$ cat src/rtl/div_iter_pkg.sv
// Shared M-extension divider definitions: op and state encodings plus constants.
package div_iter_pkg;

   // Bit 0 selects unsigned, bit 1 selects remainder
   typedef enum logic [1:0] {
      DIV  = 2'b00,
      DIVU = 2'b01,
      REM  = 2'b10,
      REMU = 2'b11
   } div_op_t;

   typedef enum logic [1:0] {
      IDLE = 2'b00,
      CALC = 2'b01,
      FIX  = 2'b10,
      DONE = 2'b11
   } div_state_t;

   localparam int          DIV_ITERS     = 32;
   localparam logic [31:0] DIV_BY_ZERO_Q = 32'hFFFF_FFFF;

endpackage

$ cat src/rtl/div_iter_step.sv
// One restoring radix-2 division step, purely combinational.
module div_step #(
   parameter int W = 32
) (
   input  logic [W:0]   rem_i,
   input  logic [W-1:0] divisor_i,
   input  logic         dividend_bit_i,
   output logic [W:0]   rem_o,
   output logic         q_bit_o
);

   logic [W+1:0] shifted;
   logic [W+1:0] diff;

   // Shift in the next dividend bit, trial-subtract, restore on borrow
   always_comb begin
      shifted = {rem_i, dividend_bit_i};
      diff    = shifted - {2'b00, divisor_i};
      q_bit_o = ~diff[W+1];
      rem_o   = diff[W+1] ? shifted[W:0] : diff[W:0];
   end

endmodule

$ cat src/rtl/div_iter.sv
// Iterative 32-bit divider (DIV/DIVU/REM/REMU), one quotient bit per cycle.
// The dividend magnitude is shifted out of quo_q MSB-first while quotient
// bits shift in at the LSB, so one register serves both roles.
module div_iter
   import div_iter_pkg::*;
#(
   parameter int XLEN = 32
) (
   input  logic            clk,
   input  logic            rst_n,
   input  logic            start,
   input  logic            kill,
   input  logic [1:0]      div_op,
   input  logic [XLEN-1:0] rs1,
   input  logic [XLEN-1:0] rs2,
   output logic            ready,
   output logic            busy,
   output logic            result_vld,
   output logic [XLEN-1:0] result
);

   localparam int CNT_W = $clog2(DIV_ITERS);

   div_state_t      state_q, state_d;
   logic [CNT_W-1:0] cnt_q, cnt_d;
   logic [XLEN:0]   rem_q, rem_d;
   logic [XLEN-1:0] quo_q, quo_d;
   logic [XLEN-1:0] dvsr_q, dvsr_d;
   logic            qneg_q, qneg_d;
   logic            rneg_q, rneg_d;
   logic            rem_sel_q, rem_sel_d;
   logic [XLEN-1:0] result_q, result_d;

   logic [XLEN:0]   step_rem;
   logic            step_qbit;
   logic            is_signed;
   logic            ovf;

   div_step #(.W(XLEN)) u_step (
      .rem_i          (rem_q),
      .divisor_i      (dvsr_q),
      .dividend_bit_i (quo_q[XLEN-1]),
      .rem_o          (step_rem),
      .q_bit_o        (step_qbit)
   );

   assign is_signed = ~div_op[0];
   assign ovf       = is_signed && (rs1 == {1'b1, {(XLEN-1){1'b0}}}) && (rs2 == '1);

   // Next-state and datapath update; kill overrides everything below
   always_comb begin
      state_d   = state_q;
      cnt_d     = cnt_q;
      rem_d     = rem_q;
      quo_d     = quo_q;
      dvsr_d    = dvsr_q;
      qneg_d    = qneg_q;
      rneg_d    = rneg_q;
      rem_sel_d = rem_sel_q;
      result_d  = result_q;
      case (state_q)
         IDLE: begin
            if (start && !kill) begin
               if (rs2 == '0) begin
                  // Divide by zero: all-ones quotient, dividend as remainder
                  result_d = div_op[1] ? rs1 : DIV_BY_ZERO_Q;
                  state_d  = DONE;
               end else if (ovf) begin
                  result_d = div_op[1] ? '0 : rs1;
                  state_d  = DONE;
               end else begin
                  quo_d     = (is_signed && rs1[XLEN-1]) ? -rs1 : rs1;
                  dvsr_d    = (is_signed && rs2[XLEN-1]) ? -rs2 : rs2;
                  rem_d     = '0;
                  qneg_d    = is_signed & (rs1[XLEN-1] ^ rs2[XLEN-1]);
                  rneg_d    = is_signed & rs1[XLEN-1];
                  rem_sel_d = div_op[1];
                  cnt_d     = CNT_W'(DIV_ITERS - 1);
                  state_d   = CALC;
               end
            end
         end
         CALC: begin
            rem_d = step_rem;
            quo_d = {quo_q[XLEN-2:0], step_qbit};
            if (cnt_q == '0) state_d = FIX;
            else             cnt_d   = cnt_q - 1'b1;
         end
         FIX: begin
            if (rem_sel_q) result_d = rneg_q ? -rem_q[XLEN-1:0] : rem_q[XLEN-1:0];
            else           result_d = qneg_q ? -quo_q : quo_q;
            state_d = DONE;
         end
         DONE: state_d = IDLE;
         default: state_d = IDLE;
      endcase
      if (kill) begin
         state_d  = IDLE;
         result_d = result_q;
      end
   end

   // State and datapath registers
   always_ff @(posedge clk or negedge rst_n) begin
      if (!rst_n) begin
         state_q   <= IDLE;
         cnt_q     <= '0;
         rem_q     <= '0;
         quo_q     <= '0;
         dvsr_q    <= '0;
         qneg_q    <= 1'b0;
         rneg_q    <= 1'b0;
         rem_sel_q <= 1'b0;
         result_q  <= '0;
      end else begin
         state_q   <= state_d;
         cnt_q     <= cnt_d;
         rem_q     <= rem_d;
         quo_q     <= quo_d;
         dvsr_q    <= dvsr_d;
         qneg_q    <= qneg_d;
         rneg_q    <= rneg_d;
         rem_sel_q <= rem_sel_d;
         result_q  <= result_d;
      end
   end

   assign ready      = (state_q == IDLE);
   assign busy       = (state_q == CALC) || (state_q == FIX);
   assign result_vld = (state_q == DONE);
   assign result     = result_q;

endmodule

$ cat config.mk
export PLATFORM = sky130hd
export DESIGN_NAME = div_iter
export DESIGN_NICKNAME = d
export VERILOG_FILES = /design/src/rtl/div_iter_pkg.sv /design/src/rtl/div_iter_step.sv /design/src/rtl/div_iter.sv
export SDC_FILE = /design/constraint.sdc
export NUM_CORES = 1
export LEC_CHECK = 0
export BUFFER_PORTS_ARGS = -buffer_cell sky130_fd_sc_hd__buf_4
export CORE_UTILIZATION = 50
export DETAILED_ROUTE_END_ITERATION = 10
export PLACE_DENSITY = 0.69
export SETUP_SLACK_MARGIN = 0.05
export SKIP_CTS_REPAIR_TIMING = 1
export SLEW_MARGIN = 25
export SYNTH_ARGS = -nofsm -noshare
export SYNTH_HDL_FRONTEND = slang
export SYNTH_SLANG_ARGS = --single-unit
export TNS_END_PERCENT = 30
$ cat constraint.sdc
create_clock -name clk -period 4.1 [get_ports clk]
set_input_delay 0.205 -clock clk [delete_from_list [all_inputs] [get_ports clk]]
set_output_delay 0.205 -clock clk [all_outputs]
set_load 0.05 [all_outputs]
* Word level (Yosys, flattened, before mapping)
Index checks and enable logic that the tools add are counted.
Operators by class: equal/unequal tests 12, bitwise logic cells 8, $add $sub $neg 6, reductions and logical operators 17, muxes and demuxes 31
Operators by type and width (number):
- $mux W32 | 13
- $mux W33 | 4
- $neg A32 Y32 | 4
- $pmux W32 S2 | 2
- $pmux W33 S2 | 1
- $eq A32 B32 Y1 const B | 2
- $sub A34 B32 Y34 | 1
- $logic_not A32 Y1 | 1
- $mux W5 | 4
- $reduce_and A4 Y1 | 3
- $mux W2 | 5
- $pmux W5 S2 | 1
- $pmux W2 S4 | 1
- $ne A2 B2 Y1 const B | 3
- $logic_and A1 B1 Y1 | 5
- $logic_not A5 Y1 | 1
- $not A1 Y1 | 5
- $reduce_and A5 Y1 | 1
- $sub A5 B1 Y5 const B | 1
- $eq A2 B2 Y1 const B | 2
- $reduce_bool A2 Y1 | 2
- $ne A3 B1 Y1 const B | 1
- $ne A3 B2 Y1 const B | 1
- $ne A3 B3 Y1 const B | 1
- 8 further kinds | 9
Word-level totals: output and inout port bits 35, flip-flop bits (word level) 139

* Logic depth before layout (Yosys ltp)
depth in word-level cells 8, depth in mapped cells 14, depth with buffers taken out 13

* Hierarchy
Synthesis repeated with hierarchy kept, for this count alone.
Second synthesis, totals: cells, all modules 1437, area total of the unflattened synthesis 11592.4 um^2
By module, submodules not included:
- div_iter | cells each 1131, area an instance 9379.0 um^2, instances 1, sequential area each 3478.3 um^2
- div_step | cells each 306, area an instance 2213.4 um^2, instances 1, sequential area each 0.0 um^2

* Worst setup path after synthesis
OpenSTA, ideal clock, no wires.
kind reg2reg, start point register rem_q[25], end point register rem_q[30], stages on the path, launching flop included 14, buffers on the path 3, arrival time 3.090 ns, slack 0.872 ns, library setup time 0.138 ns, cells stage by stage dfrtp_1 -> ha_1 -> clkbuf_1 -> nand4_1 -> nor2_1 -> nand3_1 -> or3_1 -> or4_1 -> nand3_1 -> nor2b_1 -> clkbuf_1 -> buf_2 -> mux2i_1 -> o221ai_1
On the way: cells in the longest elaborated chain, start to end 3
Ends and longest elaborated chain:
- from (decl) | line div_iter.sv:26 | logic [XLEN:0] rem_q, rem_d;
- from (signal assigned) | line div_iter.sv:118 | rem_q <= rem_d;
- $sub A34 B32 Y34 | line div_iter_step.sv:18 | diff = shifted - {2'b00, divisor_i};
- $mux W33 | line div_iter_step.sv:20 | rem_o = diff[W+1] ? shifted[W:0] : diff[W:0];
- $pmux W33 S2 | line div_iter.sv:61 | case (state_q)
Every way passes these cells. A chain may end at the register's enable or synchronous reset.

* Final worst setup path
start point register rem_q[24], end point register rem_q[20]
Same word-level chain as after synthesis.

==> metrics.txt <==
Design Power=between 7 and 8 mW; top-level port count=~110; dpl cells=1,700; Clk pin slew, worst setup/hold paths=~0.060 ns; Clock Skew=roughly 0.010 ns; post-synthesis adder-cell area fraction=0.0511; Clock Tree Buf Depth=2; Final #Nets=approximately 1,600; Placeable Area=about 21,000 um2; Worst-Margin Slew=between 0.9 and 1 ns; RSZ-0062 raised after global routing=false; Max Cap Viol=0; crit path kind=reg -> reg; CP required=around 4.4 ns; Placement Setup Slack=0.495 ns; Final Hold Vio Count=0; Hold Path Depth=2; Setup Viol. Count Final=0; final period utilization=0.850; cell count after synthesis=approximately 1,400; number of flops mapped to enable cells by yosys=0; GRT Total Usage=0.274; post-DP HPWL=~22,000 um; final antenna-violating net count=0; crit end category=register; Yosys reg bits=roughly 140; # DRC=0; Slew Limit Fails=0; Worst-Skew Late Latency=0.43 ns; die area=22,400 um2; total CTS buffers=17; initial core utilization=0.514; FP Rows=53; post-synth cell types=71; CTS root buf=clkbuf_16; drt total wl=approximately 30,000 um; initial antenna violation count=0; Worst Path Arrival=approximately 3.8 ns; TritonCTS clock tree=yes; gpl congestion=approximately 0.87; crit-path max FO=13; synth-to-layout area growth=14.8%; status=complete, no violations; H-tree depth=4; number of global-route vias before repair=9,576; relative slew slack=0.391; fmax=between 0.2 and 0.3 GHz; min Tclk post-route=between 3 and 4 ns; GR Overflow Total=0; commonest non-fill, non-tap cell in the layout=o21ai_0; PD cells=608 nW/um2; Mean Syn Cell Area=7.93 um2; mapped cell area=~11,000 um2; Hold Path Class=in -> reg; mux cell area share after synthesis=0.0272; LEAKAGE=5.42 nW; Vias/cell=between 5 and 6; port bufs=between 100 and 150; final worst slack=0.613 ns; sequential area share after synthesis=0.319; drt first-iter violations=750; drt first pass iters=5; n_diodes=0; ys async rst share=1.00; Die X=~150 um; Yosys Warn Count=0; Reg2Reg Depth=10; post-DR wirelength/cell=17.3 um; largest net degree at the start of global routing=approximately 100; Compound-Gate Fraction of Synth Area=0.254; commonest cells after routing, fill and taps aside=o21ai_0, nand2_1, dfrtp_1, nor2_1, a21oi_1; xor/xnor share of the synthesized area=0.115; Synthesized Nets=1,490; post-route insts no fill=between 1,500 and 2,000; first-pass GRT wire length=48,300 um; layout cells sized above 1=0.121; Startpoint Class=register; Primary FF master, synth=dfrtp_1; Fin Setup TNS=0 ns; Synth Area in Simple Gates=0.186; Die Y=between 100 and 150 um; total number of vias=10,300; VDD IR-drop max=between 200 and 300 uV; largest family of logic cells by synthesized area=compound AO/OA/AOI/OAI gates; clock sink count=roughly 140
[metal layers]
layer,share of wire,track usage,vias up
met4,0.017,0.0833,0
met1,0.47,0.378,4881
li1,-,-,5071
met2,0.45,0.446,347
met3,0.063,0.0351,38
met5,0,0,-
[flip-flops by register name, indices dropped and copies added (netlist names)]
signal,cells
result,32
state_q,2
qneg_q,1
rneg_q,1
dvsr_q,32
cnt_q,5
quo_q,32
rem_q,33
rem_sel_q,1
[per-stage QoR]
step | util | area [um2] | hold slack, ns
global route | 0.590 | 12500 | 0.0602
floorplan | - | 10900 | -0.0906
detailed placement | 0.562 | 11900 | 0.291
global placement | 0.562 | 11900 | 0.285
finish | 0.590 | 12500 | 0.0631
CTS | 0.589 | 12500 | -0.158
[cells by family after synthesis]
| group | Yosys count |
|---|---|
| compound gates | 460 |
| fa+ha+maj | 44 |
| flops | 139 |
| mux | 29 |
| buf+inv | 132 |
| xor+xnor | 143 |
| simple gates | 429 |
[power breakdown]
| part | switching [mW] | leakage, nW | internal [mW] |
|---|---|---|---|
| sequential | 0.475 | 1.77 | 1.83 |
| combinational | 2.38 | 3.36 | 1.37 |
| clock | 0.599 | 0.292 | 0.969 |
| total | 3.45 | 5.42 | 4.17 |
[worst max-delay path, stage by stage, from the launching register on]
cell      delay (ns)
dfrtp_1         0.46
ha_1            0.47
nand4_1         0.18
nor2_1          0.19
nand3_1         0.12
or3_1           0.34
or4_1           0.53
a21oi_1         0.21
nand2b_1        0.49
nand2_1         0.17
o221ai_1        0.23
[Yosys cell counts (9+ instances only)]
cell / count / area, um2
a31oi_1: 16 / 100
buf_2: 17 / 85.1
xnor2_1: 64 / 561
o41ai_1: 10 / 87.6
or4_1: 17 / 128
nand3_1: 17 / 85.1
or3_1: 18 / 113
nand2b_1: 10 / 62.6
nor2b_1: 13 / 81.3
a32oi_1: 10 / 87.6
o221ai_1: 9 / 78.8
ha_1: 43 / 538
o21ai_0: 177 / 886
nor4_1: 10 / 62.6
nand2_1: 147 / 552
a21o_1: 11 / 82.6
nor2_1: 125 / 469
o31ai_1: 35 / 263
xor2_1: 79 / 692
nand4_1: 12 / 75.1
nor3_1: 23 / 115
clkbuf_1: 46 / 173
a21oi_1: 124 / 621
mux2i_1: 24 / 240
inv_1: 59 / 221
dfrtp_1: 139 / 3480
o21a_1: 11 / 82.6
o211ai_1: 11 / 82.6
[path summary, 6_finish.rpt]
kind                              to  startpoint  slack, ns
max in group asynchronous   cnt_q[0]       rst_n       2.79
setup reg to reg           rem_q[20]   rem_q[24]       0.61
min in group asynchronous   quo_q[3]       rst_n       0.38
hold / removal             dvsr_q[0]      rs2[0]       0.06
setup / recovery           rem_q[20]   rem_q[24]       0.61
hold reg to reg            result[9]   result[9]       0.48
[final cells by class]
type,count,area (um2)
flip-flops and latches,139,3480
repair buffers,124,965
well taps,275,344
fillers,2023,8690
inverters,59,221
multi-input cells,1105,6930
clock inverters,7,87.6
clock buffers,24,502
(Power assumes the default switching activity.)
